==> config.mk <==
export PLATFORM = sky130hd
export DESIGN_NAME = spi_reg_bank_flat
export DESIGN_NICKNAME = d
export VERILOG_FILES = /design/src/rtl/spi_reg_bank_if.sv /design/src/rtl/spi_reg_bank.sv /design/src/flat_wrapper.sv
export SDC_FILE = /design/constraint.sdc
export NUM_CORES = 1
export LEC_CHECK = 0
export CAP_MARGIN = 40
export CORE_AREA = 2 2 156 158
export CTS_CLUSTER_SIZE = 10
export DETAILED_ROUTE_END_ITERATION = 6
export DIE_AREA = 0 0 158 160
export PLACE_DENSITY = 0.53
export SYNTH_ARGS = -nofsm -noshare
export SYNTH_HDL_FRONTEND = slang
export SYNTH_SLANG_ARGS = --single-unit
==> constraint.sdc <==
create_clock -name clk -period 2.4 [get_ports clk]
set_input_delay 0.24 -clock clk [delete_from_list [all_inputs] [get_ports clk]]
set_output_delay 0.24 -clock clk [all_outputs]
set_load 0.01 [all_outputs]
==> src/rtl/spi_reg_bank_if.sv <==
// Byte-level bus between the SPI slave byte engine and the register bank,
// plus the register bank's status and register-dump outputs.
interface spi_reg_bank_if #(
  parameter int unsigned NUM_REGS = 16,
  parameter int unsigned ADDR_W   = 4
);
  logic                  cs_n;
  logic                  rx_valid;
  logic [7:0]            rx_byte;
  logic [7:0]            tx_byte;
  logic [NUM_REGS*8-1:0] regs_flat;
  logic                  wr_pulse;
  logic [ADDR_W-1:0]     wr_addr;
  logic                  addr_err;

  modport master (
    output cs_n, rx_valid, rx_byte,
    input  tx_byte, regs_flat, wr_pulse, wr_addr, addr_err
  );

  modport slave (
    input  cs_n, rx_valid, rx_byte,
    output tx_byte, regs_flat, wr_pulse, wr_addr, addr_err
  );
endinterface

==> src/rtl/spi_reg_bank.sv <==
// SPI command/register layer: 1-byte command header, then auto-incrementing burst
// write or read of a local register file. Optional macro SPI_REG_LOCK_EN adds a lock bit in reg[0][0].
module spi_reg_bank #(
  parameter int unsigned NUM_REGS = 16,
  parameter int unsigned ADDR_W   = 4
) (
  input logic           clk,
  input logic           rst_n,
  spi_reg_bank_if.slave bus
);

  typedef enum logic [2:0] {
    IDLE  = 3'd0,
    CMD   = 3'd1,
    WRITE = 3'd2,
    READ  = 3'd3,
    DROP  = 3'd4
  } state_e;

  state_e                   state_q;
  logic [NUM_REGS-1:0][7:0] regs_q;
  logic [ADDR_W-1:0]        ptr_q;
  logic [7:0]               tx_q;
  logic                     wr_pulse_q;
  logic [ADDR_W-1:0]        wr_addr_q;
  logic                     addr_err_q;

  logic [ADDR_W-1:0]        ptr_inc_c;
  logic                     cmd_bad_c;
  logic                     wr_block_c;

  // Pointer wraps explicitly so non-power-of-two NUM_REGS stays in range.
  always_comb begin
    ptr_inc_c = (ptr_q == ADDR_W'(NUM_REGS - 1)) ? '0 : ptr_q + ADDR_W'(1);
    cmd_bad_c = (32'(bus.rx_byte[6:0]) >= NUM_REGS);
  end

`ifdef SPI_REG_LOCK_EN
  // reg[0] itself stays writable so the master can always unlock.
  assign wr_block_c = regs_q[0][0] && (ptr_q != '0);
`else
  assign wr_block_c = 1'b0;
`endif

  always_ff @(posedge clk) begin
    if (!rst_n) begin
      state_q    <= IDLE;
      regs_q     <= '0;
      ptr_q      <= '0;
      tx_q       <= 8'h00;
      wr_pulse_q <= 1'b0;
      wr_addr_q  <= '0;
      addr_err_q <= 1'b0;
    end else begin
      wr_pulse_q <= 1'b0;
      addr_err_q <= 1'b0;
      if (bus.cs_n) begin
        // Frame end wins over any byte arriving in the same cycle.
        state_q <= IDLE;
        ptr_q   <= '0;
        tx_q    <= 8'h00;
      end else begin
        case (state_q)
          IDLE: begin
            state_q <= CMD;
            tx_q    <= 8'h00;
          end
          CMD: begin
            if (bus.rx_valid) begin
              if (cmd_bad_c) begin
                state_q    <= DROP;
                addr_err_q <= 1'b1;
              end else begin
                ptr_q   <= ADDR_W'(bus.rx_byte[6:0]);
                state_q <= bus.rx_byte[7] ? READ : WRITE;
              end
            end
          end
          WRITE: begin
            if (bus.rx_valid) begin
              if (!wr_block_c) begin
                regs_q[ptr_q] <= bus.rx_byte;
                wr_pulse_q    <= 1'b1;
                wr_addr_q     <= ptr_q;
              end
              ptr_q <= ptr_inc_c;
            end
          end
          READ: begin
            tx_q <= regs_q[ptr_q];
            if (bus.rx_valid) ptr_q <= ptr_inc_c;
          end
          DROP: begin
            tx_q <= 8'h00;
          end
          default: begin
            state_q <= IDLE;
          end
        endcase
      end
    end
  end

  assign bus.tx_byte   = tx_q;
  assign bus.regs_flat = regs_q;
  assign bus.wr_pulse  = wr_pulse_q;
  assign bus.wr_addr   = wr_addr_q;
  assign bus.addr_err  = addr_err_q;

endmodule
==> src/flat_wrapper.sv <==
// flat-port wrapper written by rule: the top's interface ports become plain ports
module spi_reg_bank_flat 
#(
  parameter int unsigned NUM_REGS = 16,
  parameter int unsigned ADDR_W   = 4
)
  (clk, rst_n, bus_cs_n, bus_rx_valid, bus_rx_byte, bus_tx_byte, bus_regs_flat, bus_wr_pulse, bus_wr_addr, bus_addr_err);
  spi_reg_bank_if #(.NUM_REGS(NUM_REGS), .ADDR_W(ADDR_W)) bus_i ();
  input logic clk;
  input logic rst_n;
  input wire logic [$bits(bus_i.cs_n)-1:0] bus_cs_n;
  input wire logic [$bits(bus_i.rx_valid)-1:0] bus_rx_valid;
  input wire logic [$bits(bus_i.rx_byte)-1:0] bus_rx_byte;
  output wire logic [$bits(bus_i.tx_byte)-1:0] bus_tx_byte;
  output wire logic [$bits(bus_i.regs_flat)-1:0] bus_regs_flat;
  output wire logic [$bits(bus_i.wr_pulse)-1:0] bus_wr_pulse;
  output wire logic [$bits(bus_i.wr_addr)-1:0] bus_wr_addr;
  output wire logic [$bits(bus_i.addr_err)-1:0] bus_addr_err;
  assign bus_i.cs_n = bus_cs_n;
  assign bus_i.rx_valid = bus_rx_valid;
  assign bus_i.rx_byte = bus_rx_byte;
  assign bus_tx_byte = bus_i.tx_byte;
  assign bus_regs_flat = bus_i.regs_flat;
  assign bus_wr_pulse = bus_i.wr_pulse;
  assign bus_wr_addr = bus_i.wr_addr;
  assign bus_addr_err = bus_i.addr_err;
  spi_reg_bank #(.NUM_REGS(NUM_REGS), .ADDR_W(ADDR_W)) u_core (.clk(clk), .rst_n(rst_n), .bus(bus_i));
endmodule
==> impl_metrics.toml, run 1 <==
[power_and_ir_drop]
intPower_mw = 4.30
p_leak_nw = 4.04
swShare = 0.212
power_density_nw_per_um2 = 573
combPwrFrac = 0.032
peakVddDrop_v = 0.000340
sequentialPowerShare = 0.455
power.share.clock = 0.513
netSwitchingPower_mw = 1.16

[job]
max_cap_violations = 0

[timing]
rsz0062_at_grt = "no"
fin_worst_skew_ns = 0.00845
period_minus_slack_ns = 1.97
setup_viol = 0
finalCritPeriodShare = 0.820
fmax_mhz = 508
hold_viol = 0
tightest_slew_ns = 0.728
fin_setup_tns_ns = 0
fin_hold_ws_ns = 0.141
slew_violations = 0
slew_headroom = 0.515

[detailed_routing]
firstDrtPassIters = 4
antenna_left = 0
routedWlPerCell_um = 19.8
finalWirelength_um = 21900
viasPerCell = 4.73
drc = 0
dr.first_iter.drc_count = 224
via_count = 5224

[placed_design]
dp_hpwl_um = 15800
gp_congestion = 0.851
portBuffers = 153
placed_cell_area_um2 = 8900

[clocking]
clk_latency_ns = 0.42
cts_tree = "yes"
cts.sinks = 149
ctsHoldBuffers = 0
cts_resized = 0
post_cts_buffers = 0
numCtsBuffers = 17
htree_levels = 4
clock_path_buffers = 2
root_buffer = "clkbuf_16"
clk_pin_slew_ns = 0.06

[global_route]
grt_usage = 0.177
grt_pass1_vias = 5439
antenna_found_initial = 1
grt_pass1_wl_um = 33300
grt-ovfl-total = 0
grt_max_degree = 92

[hold_path]
holdPathStages = 2
holdPathEnd = "u_core.bus.regs_flat[0]$_SDFFE_PN0P_"
worstHoldPathType = "input port to register"
worstHoldStart = "rst_n"

[synth]
yosysSeqAreaShare = 0.428
syn_area_per_cell_um2 = 11.1
ys.flop_type = "dfxtp_1"
yosysWarnings = 0
synth_edf_count = 0
yosysUniqueCellTypes = 43
async_flop_share = 0
postSynthNetCount = 643
mappedNetlistArea_um2 = 6970
synth_cells = 627
ys_seq_elements = 149

[floorplan]
die_w_um = 158
die_h_um = 160
fp-row-count = 57
core_area_um2 = 23800
num_io_pins = 154
initial_core_util = 0.293
die_area_um2 = 25300

[finish]
nets = 783
drive_above_1_share = 0.133
area_delta_synth_final_pct = 36.5
nFillCells = 2359
design_area_um2 = 9520

[worst_setup_path]
reg2reg_slack_ns = 0.43
path_class = "register to register"
worstPathArrival_ns = 2.28
reg2reg_to = "u_core.bus.regs_flat[56]$_SDFFE_PN0P_"
reg2reg_depth = 6
endpoint_kind = "register"
startpoint_type = "register"
crit_required_ns = 2.71
critical_path_peak_fanout = 18
rr_startpoint = "u_core.ptr_q[1]$_SDFFE_PP0P_"

[status]
status = "completed"
## cell usage in the layout, fill, tap and decap left out, types with 4 or more instances in the layout
| master | instances |
|---|---|
| ha_1 | 4 |
| mux2i_1 | 147 |
| nor2b_1 | 136 |
| clkbuf_16 | 17 |
| bufinv_16 | 4 |
| mux4_2 | 30 |
| a21oi_1 | 4 |
| clkdlybuf4s50_1 | 152 |
| o21ai_0 | 6 |
| nand2_1 | 5 |
| nor3_1 | 5 |
| nor2_1 | 6 |
| nand4b_1 | 16 |
| a211oi_1 | 6 |
| buf_4 | 36 |
| a2bb2oi_1 | 6 |
| dfxtp_1 | 148 |
## registers in the layout, summed over array words and instances, names as in the netlist
name / count
u_core.bus.wr_addr: 4
u_core.bus.tx_byte: 8
u_core.state_q: 3
u_core.bus.regs_flat: 128
u_core.ptr_q: 4
u_core.bus.wr_pulse: 1
u_core.bus.addr_err: 1
## final cells by class
class / instances / area [um^2] / share of cell area
clock buffer: 20 / 437 / 0.0459
sequential: 149 / 2980 / 0.314
multi-input combinational: 405 / 3660 / 0.385
tap: 324 / 405 / 0.0426
inverter: 3 / 11.3 / 0.00118
antenna: 1 / 2.50 / 0.000263
timing repair buffer: 191 / 1840 / 0.193
clock inverter: 12 / 179 / 0.0188
## power groups by stage
| stage | Sequential (mW) | Clock [mW] | Combinational [mW] |
|---|---|---|---|
| after detailed placement | 2.53 | 0 | 0.174 |
| after CTS | 2.48 | 2.85 | 0.174 |
| final | 2.48 | 2.80 | 0.174 |
| after global routing | 2.48 | 2.98 | 0.186 |
| after floorplan | 2.53 | 0 | 0.111 |
| after global placement | 2.53 | 0 | 0.171 |
## cell usage after synthesis (all sizes together) (4+ instances only)
cell	n	area share
a211oi	6	0.0065
a21oi	4	0.0029
a2bb2oi	6	0.0075
buf	34	0.026
clkbuf	36	0.019
dfxtp	149	0.43
ha	4	0.0072
mux2i	147	0.21
mux4	30	0.097
nand2	5	0.0027
nand2b	4	0.0047
nand4b	16	0.020
nor2	6	0.0032
nor2b	136	0.12
nor3	5	0.0036
o21ai	7	0.0050
## how the worst max path moves through the flow
stage | startpoint | to | slack, ns | cells past startpoint
6_report | u_core.ptr_q[1]$_SDFFE_PP0P_ | u_core.bus.regs_flat[56]$_SDFFE_PN0P_ | 0.43 | 6
5_1_grt | u_core.ptr_q[1]$_SDFFE_PP0P_ | u_core.bus.regs_flat[66]$_SDFFE_PN0P_ | 0.31 | 6
4_1_cts | u_core.ptr_q[1]$_SDFFE_PP0P_ | u_core.bus.tx_byte[4]$_SDFFE_PP0P_ | 0.40 | 4
3_5_place_dp | bus_rx_byte[4] | u_core.ptr_q[0]$_SDFFE_PP0P_ | 0.37 | 5
3_3_place_gp | bus_rx_byte[4] | u_core.ptr_q[0]$_SDFFE_PP0P_ | 0.39 | 5
2_1_floorplan | u_core.ptr_q[0]$_SDFFE_PP0P_ | u_core.bus.regs_flat[0]$_SDFFE_PN0P_ | 0.47 | 8
## metrics by stage
step / utilization / setup slack (ns) / total power [mW] / cells
floorplan: - / 0.466 / 2.64 / 627
detailed placement: 0.374 / 0.368 / 2.71 / 1072
global route: 0.400 / 0.314 / 5.64 / 1105
finish: 0.400 / 0.431 / 5.45 / 1105
global placement: 0.374 / 0.386 / 2.70 / 1072
CTS: 0.399 / 0.396 / 5.51 / 1104
## kinds of logic (layout without fill, tap and decap cells)
| family | Yosys count | count (layout) | synth area share |
|---|---|---|---|
| compound gates | 36 | 36 | 0.0362 |
| fa+ha+maj | 4 | 4 | 0.00718 |
| buf+inv | 73 | 226 | 0.0470 |
| flops | 149 | 149 | 0.428 |
| mux | 179 | 179 | 0.311 |
| other cells | 0 | 1 | 0 |
| simple gates | 186 | 186 | 0.171 |
## layer usage
metal  vias to the layer above  track usage  part of all wire
met5                         -            0                 0
met4                         0       0.0545             0.021
met3                        32       0.0421             0.042
met2                       124        0.296              0.49
met1                      2579        0.225              0.44
li1                       2489            -                 -
## worst max-delay path: stages, from the launching register on
cell and delay, ns:
dfxtp_2 0.69, buf_4 0.23, ha_1 0.31, nand4b_1 0.14, buf_4 0.22, mux2i_1 0.18, nor2b_1 0.06
Note: power is estimated with default switching activity, not from simulation.
==> run 2, diff against run 1 <==
PLACE_DENSITY = 0.54   (was 0.53)
clock period = 1.7 ns   (was 2.4 ns; I/O delays follow)
==> impl_metrics.toml, run 2 (synthesis gave the netlist of run 1 again) <==
[status]
status = "completed"

[floorplan]
die_h_um = 160
initial_core_util = 0.293
core_area_um2 = 23800
num_io_pins = 154
die_w_um = 158
fp-row-count = 57
die_area_um2 = 25300

[clocking]
clk_pin_slew_ns = 0.06
numCtsBuffers = 17
htree_levels = 4
clk_latency_ns = 0.42
root_buffer = "clkbuf_16"
clock_path_buffers = 2
cts_tree = "yes"
ctsHoldBuffers = 0
cts.sinks = 149

[placed_design]
post-place-cells = 1105
place_ws_ns = -0.369
gp_congestion = 0.785
dp_hpwl_um = 16900
portBuffers = 153

[finish]
largest_reg_flops = 128
final_common_cell = "clkdlybuf4s50_1"
area_delta_synth_final_pct = 42.7
nets = 820
drive_above_1_share = 0.185
finalNonFillerCells = 1139
antenna_cells = 0
layout_common_cells = "clkdlybuf4s50_1, mux2i_1, dfxtp_1, nor2b_1, buf_4"

[worst_setup_path]
crit_required_ns = 2.00
startpoint_type = "register"
critical_path_peak_fanout = 7
worstPathArrival_ns = 1.99
path_class = "register to register"
endpoint_kind = "register"

[job]
max_cap_violations = 0

[timing]
finalCritPeriodShare = 0.993
slew_headroom = 0.508
hold_viol = 0
fmax_mhz = 592
fin_setup_tns_ns = 0
fin_worst_skew_ns = 0.0121
setup_viol = 0
rsz0062_at_grt = "yes"
slew_violations = 0
setup_ws_ns = 0.0115
tightest_slew_ns = 0.738
period_minus_slack_ns = 1.69

[power_and_ir_drop]
p_leak_nw = 4.23
peakVddDrop_v = 0.000641
power_density_nw_per_um2 = 759

[detailed_routing]
viasPerCell = 4.71
routedWlPerCell_um = 20.0
antenna_left = 0
firstDrtPassIters = 4
via_count = 5365
drc = 0
dr.first_iter.drc_count = 295
finalWirelength_um = 22800

[global_route]
grt_pass1_vias = 5609
grt_max_degree = 89
grt-ovfl-total = 0
grt_pass1_wl_um = 34600
grt_usage = 0.183
antenna_found_initial = 0

[hold_path]
worstHoldPathType = "input port to register"
run 2: per-layer routing:
metal  part of all wire  vias up  global-route usage
li1                   -     2559                   -
met1               0.43     2648               0.230
met2               0.51      139               0.310
met3              0.049       19              0.0415
met4              0.018        0              0.0594
met5                  0        -                   0
run 2: worst paths after layout:
| kind | slack [ns] | start | depth (start not counted) | to |
|---|---|---|---|---|
| setup / recovery | 0.01 | u_core.ptr_q[0]$_SDFFE_PP0P_ | 6 | u_core.bus.tx_byte[5]$_SDFFE_PP0P_ |
| setup reg to reg | 0.01 | u_core.ptr_q[0]$_SDFFE_PP0P_ | 6 | u_core.bus.tx_byte[5]$_SDFFE_PP0P_ |
| hold reg to reg | 0.48 | u_core.bus.tx_byte[5]$_SDFFE_PP0P_ | 2 | u_core.bus.tx_byte[5]$_SDFFE_PP0P_ |
| hold / removal | 0.23 | rst_n | 4 | u_core.state_q[1]$_SDFFE_PP0P_ |
run 2: repair_timing:
item                       4_1_cts  5_1_grt
pin swaps                        0        6
buffers inserted                 0        3
hold endpoints to repair         0        0
resized for setup               12       24
gates cloned                     1        0
setup endpoints to repair       37       56
run 2: stage by stage:
step                      area [um^2]  hold slack [ns]   util  total power, mW
after global placement           9200            0.466  0.386             3.84
after detailed placement         9200            0.465  0.386             3.84
final                            9950            0.227  0.418             7.55
after global routing             9950            0.268  0.418             7.81
after CTS                        9850            0.218  0.414             7.62
after floorplan                  7000            0.379      -             3.73
run 2: cell type report:
type | count | area (um^2)
clock buffer | 22 | 454
clock inverter | 8 | 128
fill | 2295 | 13900
inverter | 3 | 11.3
multi-input combinational | 405 | 3720
sequential | 149 | 3000
tap | 324 | 405
timing repair buffer | 228 | 2240
run 2: critical path: stages (launching register included):
cell,delay [ns]
dfxtp_4,0.41
buf_12,0.15
buf_12,0.11
mux4_2,0.50
mux2i_1,0.16
a2bb2oi_1,0.17
o21ai_1,0.07
run 2: power breakdown:
part           leakage, nW  switching (mW)  internal (mW)
registers             1.20         0.00545           3.49
logic                 2.75           0.143          0.128
clock network        0.276            1.45           2.33
total                 4.23            1.60           5.95
==> run 3, diff against run 2 <==
CORE_AREA = 2 2 127 129   (was 2 2 156 158)
DIE_AREA = 0 0 129 131   (was 0 0 158 160)
PLACE_DENSITY = default   (was 0.54)
PLACE_DENSITY_LB_ADDON = 0.3   (was default)
==> impl_metrics.toml, run 3 (synthesis gave the netlist of run 1 again) <==
[placed_design]
dp_hpwl_um = 14400
gp_congestion = 0.809
place_ws_ns = -0.142
portBuffers = 153
placed_cell_area_um2 = 9060

[worst_setup_path]
cp_cell_sequence = "clkbuf_16 > mux4_2 > mux2i_1 > a2bb2oi_1 > o21ai_0"
critical_path_peak_fanout = 5
crit_required_ns = 2.01
startpoint_type = "register"
path_buf_inv = 1
path_class = "register to register"
cpLargestDelayFamily = "multiplexers"
endpoint_kind = "register"
cpMaxStageDelayCell = "mux4_2"
worstPathArrival_ns = 1.97
max_stage_delay_ns = 0.51

[timing]
finalCritPeriodShare = 0.979
fin_setup_tns_ns = 0
period_minus_slack_ns = 1.66
setup_viol = 0
fin_worst_skew_ns = 0.00484
hold_viol = 0
tightest_slew_ns = 0.830
rsz0062_at_grt = "yes"
setup_ws_ns = 0.0352
slew_headroom = 0.446
fmax_mhz = 601
slew_violations = 0

[detailed_routing]
routedWlPerCell_um = 19.9
via_count = 5443
drc = 0
finalWirelength_um = 20400
viasPerCell = 5.32
firstDrtPassIters = 4
antenna_left = 0
dr.first_iter.drc_count = 294

[clocking]
numCtsBuffers = 17
cts_tree = "yes"
clk_latency_ns = 0.43
clock_path_buffers = 2
root_buffer = "clkbuf_16"
cts.sinks = 149
clk_pin_slew_ns = 0.06
ctsHoldBuffers = 0
htree_levels = 4

[global_route]
grt_pass1_vias = 5513
grt_usage = 0.243
grt-ovfl-total = 0
grt_max_degree = 107
grt_pass1_wl_um = 31000
antenna_found_initial = 0

[power_and_ir_drop]
power_mw = 7.15
power_density_nw_per_um2 = 734
peakVddDrop_v = 0.000780
p_leak_nw = 4.19

[floorplan]
die_w_um = 129
core_area_um2 = 15600
num_io_pins = 154
initial_core_util = 0.447
fp-row-count = 46
die_area_um2 = 16900
die_h_um = 131

[finish]
largest_reg_flops = 128
multi_input_area_um2 = 3750
antenna_cells = 0
post-route-util = 0.624
final_common_cell = "clkdlybuf4s50_1"
area_delta_synth_final_pct = 39.7
layout_common_cells = "clkdlybuf4s50_1, dfxtp_1, mux2i_1, nor2b_1, buf_4"
nFillCells = 1207
nets = 812
seq_area_um2 = 2990
design_area_um2 = 9740
drive_above_1_share = 0.179

[hold_path]
worstHoldPathType = "input port to register"

[job]
max_cap_violations = 0

[status]
status = "completed"
-- run 3: cell types whose count changed in the layout (fill, tap and decap cells not counted), moves of 4 or more --
cell     change
buf_4        -6
o21ai_0      +4
buf_6        -5
o21ai_1      -4
-- run 3: tightest hold or removal path, cell delays in order --
cell      delay [ns]
buf_2           0.12
nand2b_1        0.09
buf_4           0.17
a211oi_1        0.05
-- run 3: report_power, final --
group,switching [mW],internal (mW)
Combinational,0.138,0.128
Sequential,0.00385,3.49
Clock,1.42,1.97
-- run 3: per-stage QoR --
stage          hold slack, ns  std cells
3_3_place_gp            0.460        990
4_1_cts                 0.185       1022
5_1_grt                 0.228       1024
2_1_floorplan           0.379        627
6_report                0.224       1024
3_5_place_dp            0.474        990
-- run 3: layer usage --
metal / part of all wire / global-route usage
met4: 0.028 / 0.109
met1: 0.43 / 0.301
met2: 0.50 / 0.412
met5: 0 / 0
met3: 0.046 / 0.0489
-- run 3: final cells by class --
class | count | share of cell area
Multi-Input combinational cell | 405 | 0.385
Clock buffer | 27 | 0.0506
Timing Repair Buffer | 220 | 0.226
Sequential cell | 149 | 0.307
Tap cell | 216 | 0.0277
Inverter | 3 | 0.00141
Clock inverter | 4 | 0.00231
-- run 3: repair_timing --
item,CTS,global route
resized for setup,9,20
setup buffers,0,1
setup endpoints to repair,58,69
endpoints found under the hold margin,0,0
gates cloned,1,1
pin swaps,0,3
-- run 3: worst paths after layout --
path                                       from                            endpoint  slack (ns)  cells past startpoint
min                                       rst_n        u_core.ptr_q[0]$_SDFFE_PP0P_        0.22                      4
min reg2reg  u_core.bus.tx_byte[2]$_SDFFE_PP0P_  u_core.bus.tx_byte[2]$_SDFFE_PP0P_        0.49                      2
max                u_core.ptr_q[0]$_SDFFE_PP0P_  u_core.bus.tx_byte[5]$_SDFFE_PP0P_        0.04                      5
max reg2reg        u_core.ptr_q[0]$_SDFFE_PP0P_  u_core.bus.tx_byte[5]$_SDFFE_PP0P_        0.04                      5
